[src/rtl/alu_reservation_station_pkg.sv]
// Shared constants for the ALU reservation station: datapath width, default
// geometry and the opcode set that dispatch routes to this station.
package alu_reservation_station_pkg;

    localparam int XLEN          = 32;
    localparam int TAG_W_DEFAULT = 4;
    localparam int DEPTH_DEFAULT = 4;

    localparam logic [6:0] OPC_OP     = 7'b0110011;
    localparam logic [6:0] OPC_OP_IMM = 7'b0010011;
    localparam logic [6:0] OPC_LUI    = 7'b0110111;
    localparam logic [6:0] OPC_AUIPC  = 7'b0010111;
    localparam logic [6:0] OPC_JAL    = 7'b1101111;
    localparam logic [6:0] OPC_JALR   = 7'b1100111;

    // True for every opcode that dispatch steers into this station.
    function automatic logic is_alu_opcode(input logic [6:0] opc);
        return (opc == OPC_OP) || (opc == OPC_OP_IMM) || (opc == OPC_LUI) ||
               (opc == OPC_AUIPC) || (opc == OPC_JAL) || (opc == OPC_JALR);
    endfunction

endpackage

[src/rtl/alu_reservation_station_age_matrix.sv]
// Age matrix: older_q[i][j]=1 means entry j is older than entry i.
// Grants the request whose row has no older requester.
module alu_reservation_station_age_matrix #(
    parameter int DEPTH = 4
) (
    input  logic             clk_i,
    input  logic             reset_i,
    input  logic             flush_i,
    input  logic [DEPTH-1:0] alloc_i,
    input  logic [DEPTH-1:0] free_i,
    input  logic [DEPTH-1:0] valid_i,
    input  logic [DEPTH-1:0] req_i,
    output logic [DEPTH-1:0] grant_o
);

    logic [DEPTH-1:0][DEPTH-1:0] older_q, older_d;

    // Next matrix: a new entry sees every resident as older and nobody as younger.
    always_comb begin
        older_d = older_q;
        if (flush_i) begin
            older_d = '0;
        end else begin
            for (int i = 0; i < DEPTH; i++) begin
                if (free_i[i]) begin
                    older_d[i] = '0;
                end else if (alloc_i[i]) begin
                    older_d[i] = valid_i;
                end else begin
                    older_d[i] = older_d[i];
                end
            end
            for (int i = 0; i < DEPTH; i++) begin
                for (int j = 0; j < DEPTH; j++) begin
                    older_d[i][j] = older_d[i][j] & ~alloc_i[j];
                end
            end
        end
    end

    // Matrix register.
    always_ff @(posedge clk_i) begin
        if (reset_i) begin
            older_q <= '0;
        end else begin
            older_q <= older_d;
        end
    end

    // Oldest-first grant.
    always_comb begin
        grant_o = '0;
        for (int i = 0; i < DEPTH; i++) begin
            grant_o[i] = req_i[i] & ~|(req_i & older_q[i]);
        end
    end

endmodule

[src/rtl/alu_reservation_station.sv]
// ALU reservation station: holds dispatched ops until both operands are valid,
// snoops the CDB, and issues the oldest ready op as a registered bundle.
module alu_reservation_station
    import alu_reservation_station_pkg::*;
#(
    parameter int DEPTH = DEPTH_DEFAULT,
    parameter int TAG_W = TAG_W_DEFAULT
) (
    input  logic             clk_i,
    input  logic             reset_i,
    input  logic             flush_i,
    input  logic             dispatch_valid_i,
    output logic             dispatch_ready_o,
    input  logic [XLEN-1:0]  dispatch_pc_i,
    input  logic [XLEN-1:0]  dispatch_inst_i,
    input  logic [TAG_W-1:0] dispatch_tag_i,
    input  logic             rs1_ready_i,
    input  logic [XLEN-1:0]  rs1_value_i,
    input  logic [TAG_W-1:0] rs1_tag_i,
    input  logic             rs2_ready_i,
    input  logic [XLEN-1:0]  rs2_value_i,
    input  logic [TAG_W-1:0] rs2_tag_i,
    input  logic             cdb_valid_i,
    input  logic [TAG_W-1:0] cdb_tag_i,
    input  logic [XLEN-1:0]  cdb_value_i,
    output logic             alu_request_o,
    output logic [XLEN-1:0]  issue_pc_o,
    output logic [XLEN-1:0]  issue_inst_o,
    output logic [XLEN-1:0]  issue_rs1_value_o,
    output logic [XLEN-1:0]  issue_rs2_value_o,
    output logic [TAG_W-1:0] issue_tag_o
);

    logic [DEPTH-1:0] valid_q, valid_d, rs1_rdy_q, rs1_rdy_d, rs2_rdy_q, rs2_rdy_d;
    logic [XLEN-1:0]  pc_q [DEPTH], pc_d [DEPTH], inst_q [DEPTH], inst_d [DEPTH];
    logic [XLEN-1:0]  rs1_val_q [DEPTH], rs1_val_d [DEPTH], rs2_val_q [DEPTH], rs2_val_d [DEPTH];
    logic [TAG_W-1:0] tag_q [DEPTH], tag_d [DEPTH];
    logic [TAG_W-1:0] rs1_tag_q [DEPTH], rs1_tag_d [DEPTH], rs2_tag_q [DEPTH], rs2_tag_d [DEPTH];

    logic [DEPTH-1:0] free_oh_s, alloc_s, free_s, req_s, grant_s, wake1_s, wake2_s;
    logic             do_alloc_s, issue_fire_s, byp1_s, byp2_s;

    logic             alu_request_q, alu_request_d;
    logic [XLEN-1:0]  issue_pc_q, issue_pc_d, issue_inst_q, issue_inst_d;
    logic [XLEN-1:0]  issue_rs1_q, issue_rs1_d, issue_rs2_q, issue_rs2_d;
    logic [TAG_W-1:0] issue_tag_q, issue_tag_d;

    assign dispatch_ready_o = ~reset_i & ~&valid_q;
    assign do_alloc_s       = dispatch_valid_i & dispatch_ready_o & ~flush_i;
    assign alloc_s          = do_alloc_s ? free_oh_s : '0;
    assign req_s            = valid_q & rs1_rdy_q & rs2_rdy_q;
    assign issue_fire_s     = |grant_s & ~flush_i;
    assign free_s           = issue_fire_s ? grant_s : '0;
    assign byp1_s           = cdb_valid_i & (cdb_tag_i == rs1_tag_i);
    assign byp2_s           = cdb_valid_i & (cdb_tag_i == rs2_tag_i);

    // Lowest-index free slot and per-entry CDB tag matches.
    always_comb begin
        free_oh_s = '0;
        wake1_s   = '0;
        wake2_s   = '0;
        for (int i = 0; i < DEPTH; i++) begin
            free_oh_s[i] = ~valid_q[i] & (free_oh_s == '0);
            wake1_s[i]   = valid_q[i] & ~rs1_rdy_q[i] & cdb_valid_i & (rs1_tag_q[i] == cdb_tag_i);
            wake2_s[i]   = valid_q[i] & ~rs2_rdy_q[i] & cdb_valid_i & (rs2_tag_q[i] == cdb_tag_i);
        end
    end

    // Entry next state: allocate, free on issue, or capture CDB wakeups.
    always_comb begin
        valid_d = valid_q;   rs1_rdy_d = rs1_rdy_q; rs2_rdy_d = rs2_rdy_q;
        pc_d    = pc_q;      inst_d    = inst_q;    tag_d     = tag_q;
        rs1_val_d = rs1_val_q; rs2_val_d = rs2_val_q;
        rs1_tag_d = rs1_tag_q; rs2_tag_d = rs2_tag_q;
        for (int i = 0; i < DEPTH; i++) begin
            if (alloc_s[i]) begin
                valid_d[i]   = 1'b1;
                pc_d[i]      = dispatch_pc_i;
                inst_d[i]    = dispatch_inst_i;
                tag_d[i]     = dispatch_tag_i;
                rs1_rdy_d[i] = rs1_ready_i | byp1_s;
                rs1_val_d[i] = rs1_ready_i ? rs1_value_i : cdb_value_i;
                rs1_tag_d[i] = rs1_tag_i;
                rs2_rdy_d[i] = rs2_ready_i | byp2_s;
                rs2_val_d[i] = rs2_ready_i ? rs2_value_i : cdb_value_i;
                rs2_tag_d[i] = rs2_tag_i;
            end else if (free_s[i]) begin
                valid_d[i] = 1'b0;
            end else begin
                rs1_rdy_d[i] = rs1_rdy_q[i] | wake1_s[i];
                rs1_val_d[i] = wake1_s[i] ? cdb_value_i : rs1_val_q[i];
                rs2_rdy_d[i] = rs2_rdy_q[i] | wake2_s[i];
                rs2_val_d[i] = wake2_s[i] ? cdb_value_i : rs2_val_q[i];
            end
        end
        if (flush_i) begin
            valid_d = '0;
        end else begin
            valid_d = valid_d;
        end
    end

    // Entry storage; only the valid/ready bits need a defined reset value.
    always_ff @(posedge clk_i) begin
        if (reset_i) begin
            valid_q   <= '0;
            rs1_rdy_q <= '0;
            rs2_rdy_q <= '0;
        end else begin
            valid_q   <= valid_d;
            rs1_rdy_q <= rs1_rdy_d;
            rs2_rdy_q <= rs2_rdy_d;
        end
        pc_q      <= pc_d;      inst_q    <= inst_d;    tag_q     <= tag_d;
        rs1_val_q <= rs1_val_d; rs2_val_q <= rs2_val_d;
        rs1_tag_q <= rs1_tag_d; rs2_tag_q <= rs2_tag_d;
    end

    alu_reservation_station_age_matrix #(.DEPTH(DEPTH)) u_age (
        .clk_i   (clk_i),
        .reset_i (reset_i),
        .flush_i (flush_i),
        .alloc_i (alloc_s),
        .free_i  (free_s),
        .valid_i (valid_q),
        .req_i   (req_s),
        .grant_o (grant_s)
    );

    // Issue mux; data holds its last value when nothing is selected.
    always_comb begin
        alu_request_d = issue_fire_s;
        issue_pc_d    = issue_pc_q;
        issue_inst_d  = issue_inst_q;
        issue_rs1_d   = issue_rs1_q;
        issue_rs2_d   = issue_rs2_q;
        issue_tag_d   = issue_tag_q;
        for (int i = 0; i < DEPTH; i++) begin
            if (free_s[i]) begin
                issue_pc_d   = pc_q[i];
                issue_inst_d = inst_q[i];
                issue_rs1_d  = rs1_val_q[i];
                issue_rs2_d  = rs2_val_q[i];
                issue_tag_d  = tag_q[i];
            end else begin
                issue_tag_d = issue_tag_d;
            end
        end
    end

    // Issue registers feeding the ALU directly.
    always_ff @(posedge clk_i) begin
        if (reset_i) begin
            alu_request_q <= 1'b0;
            issue_pc_q    <= '0;
            issue_inst_q  <= '0;
            issue_rs1_q   <= '0;
            issue_rs2_q   <= '0;
            issue_tag_q   <= '0;
        end else begin
            alu_request_q <= alu_request_d;
            issue_pc_q    <= issue_pc_d;
            issue_inst_q  <= issue_inst_d;
            issue_rs1_q   <= issue_rs1_d;
            issue_rs2_q   <= issue_rs2_d;
            issue_tag_q   <= issue_tag_d;
        end
    end

    assign alu_request_o     = alu_request_q;
    assign issue_pc_o        = issue_pc_q;
    assign issue_inst_o      = issue_inst_q;
    assign issue_rs1_value_o = issue_rs1_q;
    assign issue_rs2_value_o = issue_rs2_q;
    assign issue_tag_o       = issue_tag_q;

endmodule

[config.mk]
export PLATFORM = sky130hd
export DESIGN_NAME = alu_reservation_station
export DESIGN_NICKNAME = d
export VERILOG_FILES = /design/src/rtl/alu_reservation_station_pkg.sv /design/src/rtl/alu_reservation_station_age_matrix.sv /design/src/rtl/alu_reservation_station.sv
export SDC_FILE = /design/constraint.sdc
export NUM_CORES = 1
export LEC_CHECK = 0
export ABC_AREA = 1
export CORE_AREA = 2 2 235 237
export CTS_CLUSTER_SIZE = 14
export DETAILED_ROUTE_END_ITERATION = 6
export DIE_AREA = 0 0 237 239
export PLACE_DENSITY = 0.8
export REMOVE_ABC_BUFFERS = 1
export SETUP_SLACK_MARGIN = 0.05
export SKIP_LAST_GASP = 1
export SLEW_MARGIN = 20
export SYNTH_ARGS = -nofsm -noshare
export SYNTH_HDL_FRONTEND = slang
export SYNTH_SLANG_ARGS = --single-unit
[constraint.sdc]
create_clock -name clk_i -period 10.5 [get_ports clk_i]
set_input_delay 3.15 -clock clk_i [delete_from_list [all_inputs] [get_ports clk_i]]
set_output_delay 3.15 -clock clk_i [all_outputs]
set_load 0.01 [all_outputs]
==> qor.yml <==
skew_ns: 0.0257
hold_violations: 0
cp.depth: 3
comb_power_share: 0.047
synth_top_area_frac: 0.549
dieArea_um2: 56600
yosys_warnings: 0
p_seq_frac: 0.520
crit_buf_inv: 2
clock-sinks: 721
cp_top_family: "buffers and inverters"
min_from: "u_age.older_q[0]$_SDFF_PP0_"
rrSetupSlack_ns: 5.07
synth_edf_count: 560
final.min_clock_period_ns: 7.47
viasPerCell: 6.15
synth.distinct_cells: 31
cp-end-kind: "output pin"
drive_gt1_frac: 0.0515
crit_chain: "clkdlybuf4s50_1 -> nor2_1 -> clkdlybuf4s50_1"
synth_compound_area_frac: 0.134
dr.pass1.iters: 7
final_util: 0.672
grt_pass1_vias: 23500
synth_area_leaders: "edfxtp_1 (55%), dfxtp_1 (11%), o21ai_0 (8.3%)"
area_growth_pct: 19.2
max_freq_ghz: 0.134
drc: 0
relSlewSlack: 0.214
syn_inst: 2920
hp-class: "flip-flop to flip-flop"
synthAdderAreaFrac: 0
cts_hold_repair.buffers: 0
power.internal_mw: 4.71
grt_start_max_net_pins: 137
r2r.worst_path.cells: 11
finalMaxSlewViolations: 0
synthArstFlopShare: 0
drv_cap: 0
core_um2: 54300
initial_core_util: 0.563
crit_arrival_ns: 4.32
finalSetupViolCount: 0
globalRouteTotalUtil: 0.299
place.port_buffers: 316
crit_type: "input port to output pin"
htreeDepth: 3
die_w_um: 237
cts_tree: "done"
num_rows: 86
drt_iter0_drc: 2622
worstMarginPinSlew_ns: 1.18
rsz0062_at_grt: "no"
p_per_area_nw_per_um2: 163
switching_share: 0.210
finalPower_mw: 5.96
status: "finished, final reports clean"
avgSynthCellArea_um2: 10.5
ir_drop_mv: 0.0972
ios: 317
hold_end: "u_age.older_q[0]$_SDFF_PP0_"
switchingPower_mw: 1.26
yosysTopAreaCell: "edfxtp_1"
worstPathRequired_ns: 7.35
gp_congestion: 0.878
clock_latency_ns: 0.62
clk_pin_slew_worst_paths_ns: 0.06
syn_area_um2: 30600
synth_top_family_by_area: "compound AO/OA/AOI/OAI gates"
final_common_cell: "edfxtp_1"
synth-main-ff-cell: "edfxtp_1"
cpPeakStageDelay_ns: 0.54
wire_per_inst_um: 22.1
dr_total_vias: 23900
start_kind: "input port"
p_leak_nw: 14.5
most-common-layout-cells: "edfxtp_1 (560), o21ai_0 (509), nand2_1 (419)"
drtAntennaViolNets: 0
pwr-share-clk: 0.433
finalCritPeriodShare: 0.712
synth-xor-area-share: 0.0114
muxShareOfSynthArea: 0.0209
ys_seq_area_frac: 0.655
r2r_end: "issue_inst_o[24]$_SDFFE_PP0P_"
dpl.hpwl_um: 45700
r2r-start: "rs2_rdy_q[1]$_SDFFE_PP0P_"
grt_pass1_wl_um: 130000
post_cts_buffers: 0
critPathLaunch: "reset_i"
root_buffer: "clkbuf_16"
grt-ovfl-total: 0
synth-simple-area-share: 0.115
path_max_fanout: 4
crit_path_frequent_cell: "clkdlybuf4s50_1"
cts_resized: 0
cp_slowest_cell: "clkdlybuf4s50_1"
whs_path_depth: 2
fin_nets: 3307
finalWirelength_um: 86100
antenna_found_initial: 1
ys_ff_latch: 721
die_h_um: 239
clockBufferDepth: 3
cts_buffers: 72
## power by group through the flow
stage	clock network (mW)	logic [mW]	registers, mW
global placement	0	0.259	3.16
floorplan	0	0.115	3.16
global route	2.72	0.301	3.10
detailed placement	0	0.270	3.16
CTS	2.60	0.273	3.10
finish	2.59	0.278	3.10
## synthesized netlist by cell type (2+ instances only)
cell type	instances
inv_1	285
nand2_1	428
buf_1	7
buf_4	3
buf_2	23
dfxtp_1	161
o21ai_0	509
a211oi_1	2
buf_6	4
edfxtp_1	560
nor4_1	5
nor3_1	8
a21oi_1	269
nand2_4	2
nand4_1	152
nor2_2	4
clkbuf_1	179
xor2_1	15
o41ai_1	2
o21ai_1	26
nor2_1	39
mux2i_1	64
xnor2_1	25
nand3_1	141
## cell type report
cell class / instances / area (um^2)
multi-input combinational: 1695 / 8720
clock buffer: 99 / 2060
clock inverter: 35 / 309
tap: 704 / 881
fill: 3874 / 17800
inverter: 288 / 1100
antenna: 2 / 5.00
timing repair buffer: 346 / 3380
sequential: 721 / 20000
## stage by stage
| step | area [um^2] | setup TNS (ns) | instances | hold slack (ns) | worst slack [ns] |
|---|---|---|---|---|---|
| CTS | 36500 | 0 | 3888 | 0.434 | 3.02 |
| global placement | 34100 | 0 | 3754 | 0.416 | 3.00 |
| global route | 36500 | 0 | 3888 | 0.455 | 2.98 |
| floorplan | 29700 | -35.26 | 2704 | 0.409 | -0.539 |
| detailed placement | 34100 | 0 | 3754 | 0.426 | 3.01 |
| finish | 36500 | 0 | 3890 | 0.437 | 3.03 |
## routing by layer
layer  GRT usage  up-vias  part of all wire
met2       0.506     1519              0.49
met4       0.127        2             0.028
li1            -    10700                 -
met1       0.378    11400              0.36
met3      0.0590      223              0.12
met5    0.000866        -           0.00014
## state kept, by name, indices dropped and copies added, names as in the netlist
name / flops
inst_q: 128
pc_q: 128
rs1_val_q: 128
rs2_val_q: 128
issue_inst_o: 32
issue_pc_o: 32
issue_rs1_value_o: 32
issue_rs2_value_o: 32
rs1_tag_q: 16
rs2_tag_q: 16
tag_q: 16
u_age.older_q: 16
issue_tag_o: 4
rs1_rdy_q: 4
rs2_rdy_q: 4
valid_q: 4
alu_request_o: 1
## cells by family (layout without fill, tap and decap cells)
logic type                Yosys count  in the layout
DFF                               721            721
xor gates and xnor gates           40             40
muxes                              64             64
AOI/OAI and AO/OA                 812            812
and+or+nand+nor                   779            779
buffers and inverters             504            768
other                               0              2
## worst reg2reg max path, delay by kind of cell, from the launching register on
family	cells	cell delay [ns]
AO/OA/AOI/OAI	2	0.42
buffers and inverters	2	1.83
flip-flops	1	0.51
AND/OR/NAND/NOR	7	2.60
## how the worst max path moves through the flow
| stage | endpoint | slack (ns) |
|---|---|---|
| floorplan | rs1_val_q[0]$_DFFE_PP_ | -0.54 |
| global placement | dispatch_ready_o | 3.00 |
| detailed placement | dispatch_ready_o | 3.01 |
| CTS | dispatch_ready_o | 3.02 |
| global route | dispatch_ready_o | 2.98 |
| finish | dispatch_ready_o | 3.03 |
Power figures use the tool's default switching activity.
==> edit 1, RTL diff (same flow settings) <==
The package constant `DEPTH_DEFAULT` goes from 4 to 2.
--- a/src/rtl/alu_reservation_station_pkg.sv
+++ b/src/rtl/alu_reservation_station_pkg.sv
@@ -5,5 +5,5 @@
     localparam int XLEN          = 32;
     localparam int TAG_W_DEFAULT = 4;
-    localparam int DEPTH_DEFAULT = 4;
+    localparam int DEPTH_DEFAULT = 2;
 
     localparam logic [6:0] OPC_OP     = 7'b0110011;
Function: changed (Yosys sat finds a counterexample within 4 cycles, from zero or initial values and one cycle with reset_i high).
==> edit 1 against the unedited design <==
Sequential cell count decreased by 298. Power down 38%. Worst setup slack worse by 0.013 ns. Synthesized area is 41% lower. Combinational power decreased by 30%. Critical endpoint unchanged. First-iteration DRC count decreased by 64%. Sequential share of layout area down 6.4 points. Routed wire length down 48%. Via count down 43%. Die area is the same. Maximum frequency is 0.18% lower. Cell area fell by 36%.
==> edit 1: results <==
metrics = {
    "status": {
        "outcome": "finished, final reports clean",
    },
    "clocking": {
        "cts_buffers": 46,
    },
    "routing": {
        "first_pass_iters": 5,
        "routedWlPerCell_um": 14.7,
        "wl_met1_mm": 18.9,
        "wl_met3_mm": 3.71,
        "routed_wl_mm": 44.4,
        "wl_met2_mm": 20.8,
        "via_per_inst": 4.49,
    },
    "global_route": {
        "grt_pass1_vias": 12800,
        "grt_pass1_wl_mm": 68.3,
        "antenna_found_initial": 3,
    },
    "yosys": {
        "yosysUniqueCellTypes": 25,
        "synth-xor-area-share": 0.00292,
        "synth_seq_area_share": 0.626,
        "synth_edf_count": 280,
    },
    "final_layout": {
        "fillers": 5077,
    },
    "placed_design": {
        "place_ws_ns": 3.00,
        "place_congestion": 0.832,
        "place_area_um2": 21600,
        "dp_cells": 2932,
    },
    "power": {
        "p_leak_nw": 9.92,
        "peakVddDrop_mv": 0.0999,
    },
    "timing": {
        "max-slew-margin-rel": 0.281,
        "skew_ns": 0.0194,
    },
}
==> edit 1: final cells by class <==
| type | instances | area, um2 | area share |
|---|---|---|---|
| Antenna cell | 2 | 5.00 | 0.000215 |
| Clock buffer | 59 | 1260 | 0.0543 |
| Clock inverter | 25 | 322 | 0.0138 |
| Inverter | 167 | 634 | 0.0273 |
| Multi-Input combinational cell | 1311 | 5620 | 0.242 |
| Sequential cell | 423 | 11300 | 0.485 |
| Tap cell | 704 | 881 | 0.0379 |
| Timing Repair Buffer | 327 | 3250 | 0.140 |
==> edit 1: critical path, delay by kind of cell <==
family	cells	cell delay (ns)
buffers and inverters	2	1.03
AO/OA/AOI/OAI	1	0.15
==> edit 1: cell families (layout without fill, tap and decap cells) <==
logic type | count (synthesis) | after routing
other | 0 | 2
AO/OA/AOI/OAI | 138 | 138
flip-flops | 423 | 423
buffers and inverters | 270 | 578
multiplexers | 64 | 64
AND/OR/NAND/NOR | 1103 | 1103
XOR/XNOR | 6 | 6
==> edit 1: worst paths after layout <==
path                          from              endpoint  slack (ns)  depth (start not counted)
hold / removal    u_age.older_q[0]      u_age.older_q[0]        0.45                          2
setup reg to reg        valid_q[1]  issue_rs1_value_o[0]        7.13                          9
setup / recovery           reset_i      dispatch_ready_o        3.01                          3
hold reg to reg   u_age.older_q[0]      u_age.older_q[0]        0.45                          2
==> edit 1: report_power, final <==
| group | switching [mW] | total (mW) | internal (mW) |
|---|---|---|---|
| combinational | 0.100 | 0.194 | 0.0942 |
| sequential | 0.00592 | 1.81 | 1.80 |
| clock | 0.668 | 1.69 | 1.02 |
==> edit 1: metal layers <==
layer  vias to the layer above  GRT usage
li1                       6881          -
met1                      6065      0.194
met2                       526      0.260
met3                        78     0.0366
met4                         2     0.0554
met5                         -          0
==> edit 2, RTL diff (config.mk and constraints unchanged) <==
Made on the original files. `issue_rs2_q` no longer has a reset.
--- a/src/rtl/alu_reservation_station.sv
+++ b/src/rtl/alu_reservation_station.sv
@@ -156,5 +156,4 @@
             issue_inst_q  <= '0;
             issue_rs1_q   <= '0;
-            issue_rs2_q   <= '0;
             issue_tag_q   <= '0;
         end else begin
@@ -163,7 +162,10 @@
             issue_inst_q  <= issue_inst_d;
             issue_rs1_q   <= issue_rs1_d;
-            issue_rs2_q   <= issue_rs2_d;
             issue_tag_q   <= issue_tag_d;
         end
+    end
+
+    always_ff @(posedge clk_i) begin
+        issue_rs2_q <= issue_rs2_d;
     end
 
Formal check against the unedited RTL: differs if reset_i is asserted again (counterexample within 4 cycles, from zero or initial values and one cycle with reset_i high); with reset_i held inactive, the same outputs for 4 cycles.
==> edit 2 against the unedited design <==
Clock power is 3% lower. Global-route usage is 0.31 points lower. Critical path depth is 1 higher. Worst setup slack worse by 0.0014 ns. Routed wire length is 0.89% lower. Synthesized area is 0.48% lower. Power is 1.1% lower. Cell area is 0.50% lower. Sequential cell count stayed put. Worst hold slack hardly changed. Critical path type unchanged. Largest cell class unchanged.
==> edit 2: results <==
metrics = {
    "global_route": {
        "grt_pass1_vias": 23400,
        "grt_usage": 0.296,
        "grt_max_degree": 102,
        "grt_pass1_wl_mm": 128,
        "antenna_found_initial": 11,
    },
    "critical_path": {
        "arrival_ns": 4.33,
        "cp-end-kind": "output pin",
        "reg2regPathDepth": 12,
        "slowest_delay_ns": 0.58,
        "worst-path-max-fanout": 23,
    },
    "placed_design": {
        "hpwlAfterDp_mm": 47.2,
        "dp_cells": 3683,
        "place_congestion": 0.843,
        "place_area_um2": 34000,
    },
    "routing": {
        "drt_iter0_markers": 2770,
        "routed_wl_mm": 85.3,
        "routedWlPerCell_um": 22.3,
        "first_pass_iters": 6,
    },
    "yosys": {
        "muxShareOfSynthArea": 0.0210,
        "postSynthCellCount": 2821,
        "synth-xor-area-share": 0.0104,
        "synth_seq_area_share": 0.668,
        "synthTopCellsByCount": "edfxtp_1, nand2_1, o21ai_0, inv_1, a21oi_1",
        "yosysUniqueCellTypes": 37,
        "synth_edf_count": 592,
    },
    "power": {
        "peakVddDrop_mv": 0.106,
        "p_int_mw": 4.66,
        "p_leak_nw": 14.0,
    },
    "final_layout": {
        "fillers": 3869,
        "nNetsFinal": 3238,
        "drive_gt1_frac": 0.0662,
    },
    "timing": {
        "skew_ns": 0.0152,
        "worst-slew-pin-transition_ns": 1.15,
    },
    "status": {
        "outcome": "finished, final reports clean",
    },
    "clocking": {
        "cts_buffers": 74,
    },
}
[edit 2: changes by cell type after synthesis, moves of 44 or more]
cell,unedited run,this run
a21oi_1,269,159
clkbuf_1,179,107
inv_1,285,205
nand2_1,428,553
nand4_1,152,108
nor2_1,39,89
o21ai_0,509,429
[edit 2: path summary, 6_finish.rpt]
kind,slack (ns),endpoint,from
worst min register to register,0.44,u_age.older_q[10],u_age.older_q[10]
worst max register to register,5.82,issue_rs1_value_o[5],rs2_rdy_q[2]
worst min-delay path,0.44,u_age.older_q[10],u_age.older_q[10]
worst max-delay path,3.02,dispatch_ready_o,reset_i
[edit 2: power by group through the flow]
stage	sequential [mW]	combinational (mW)	clock (mW)
after floorplan	3.18	0.109	0
after global placement	3.18	0.251	0
after detailed placement	3.18	0.263	0
after CTS	3.12	0.265	2.52
after global routing	3.12	0.291	2.64
final	3.12	0.270	2.51
[edit 2: per-layer routing]
| layer | track usage | part of all wire | vias to the layer above |
|---|---|---|---|
| li1 | - | - | 10400 |
| met1 | 0.372 | 0.36 | 11200 |
| met2 | 0.495 | 0.48 | 1548 |
| met3 | 0.0611 | 0.12 | 249 |
| met4 | 0.138 | 0.035 | 10 |
| met5 | 0 | 0.00077 | - |
[edit 2: layout make-up]
type                    count  area share
diodes                      6    0.000413
clock buffers              99      0.0562
clock inverters            35     0.00679
inverters                 210      0.0222
multi-input cells        1698       0.236
flip-flops and latches    721       0.561
well taps                 704      0.0243
repair buffers            350      0.0937
[edit 2: logic make-up after synthesis]
family | Yosys count
mux | 64
xor+xnor | 36
flops | 721
simple gates | 965
compound gates | 633
buf+inv | 402
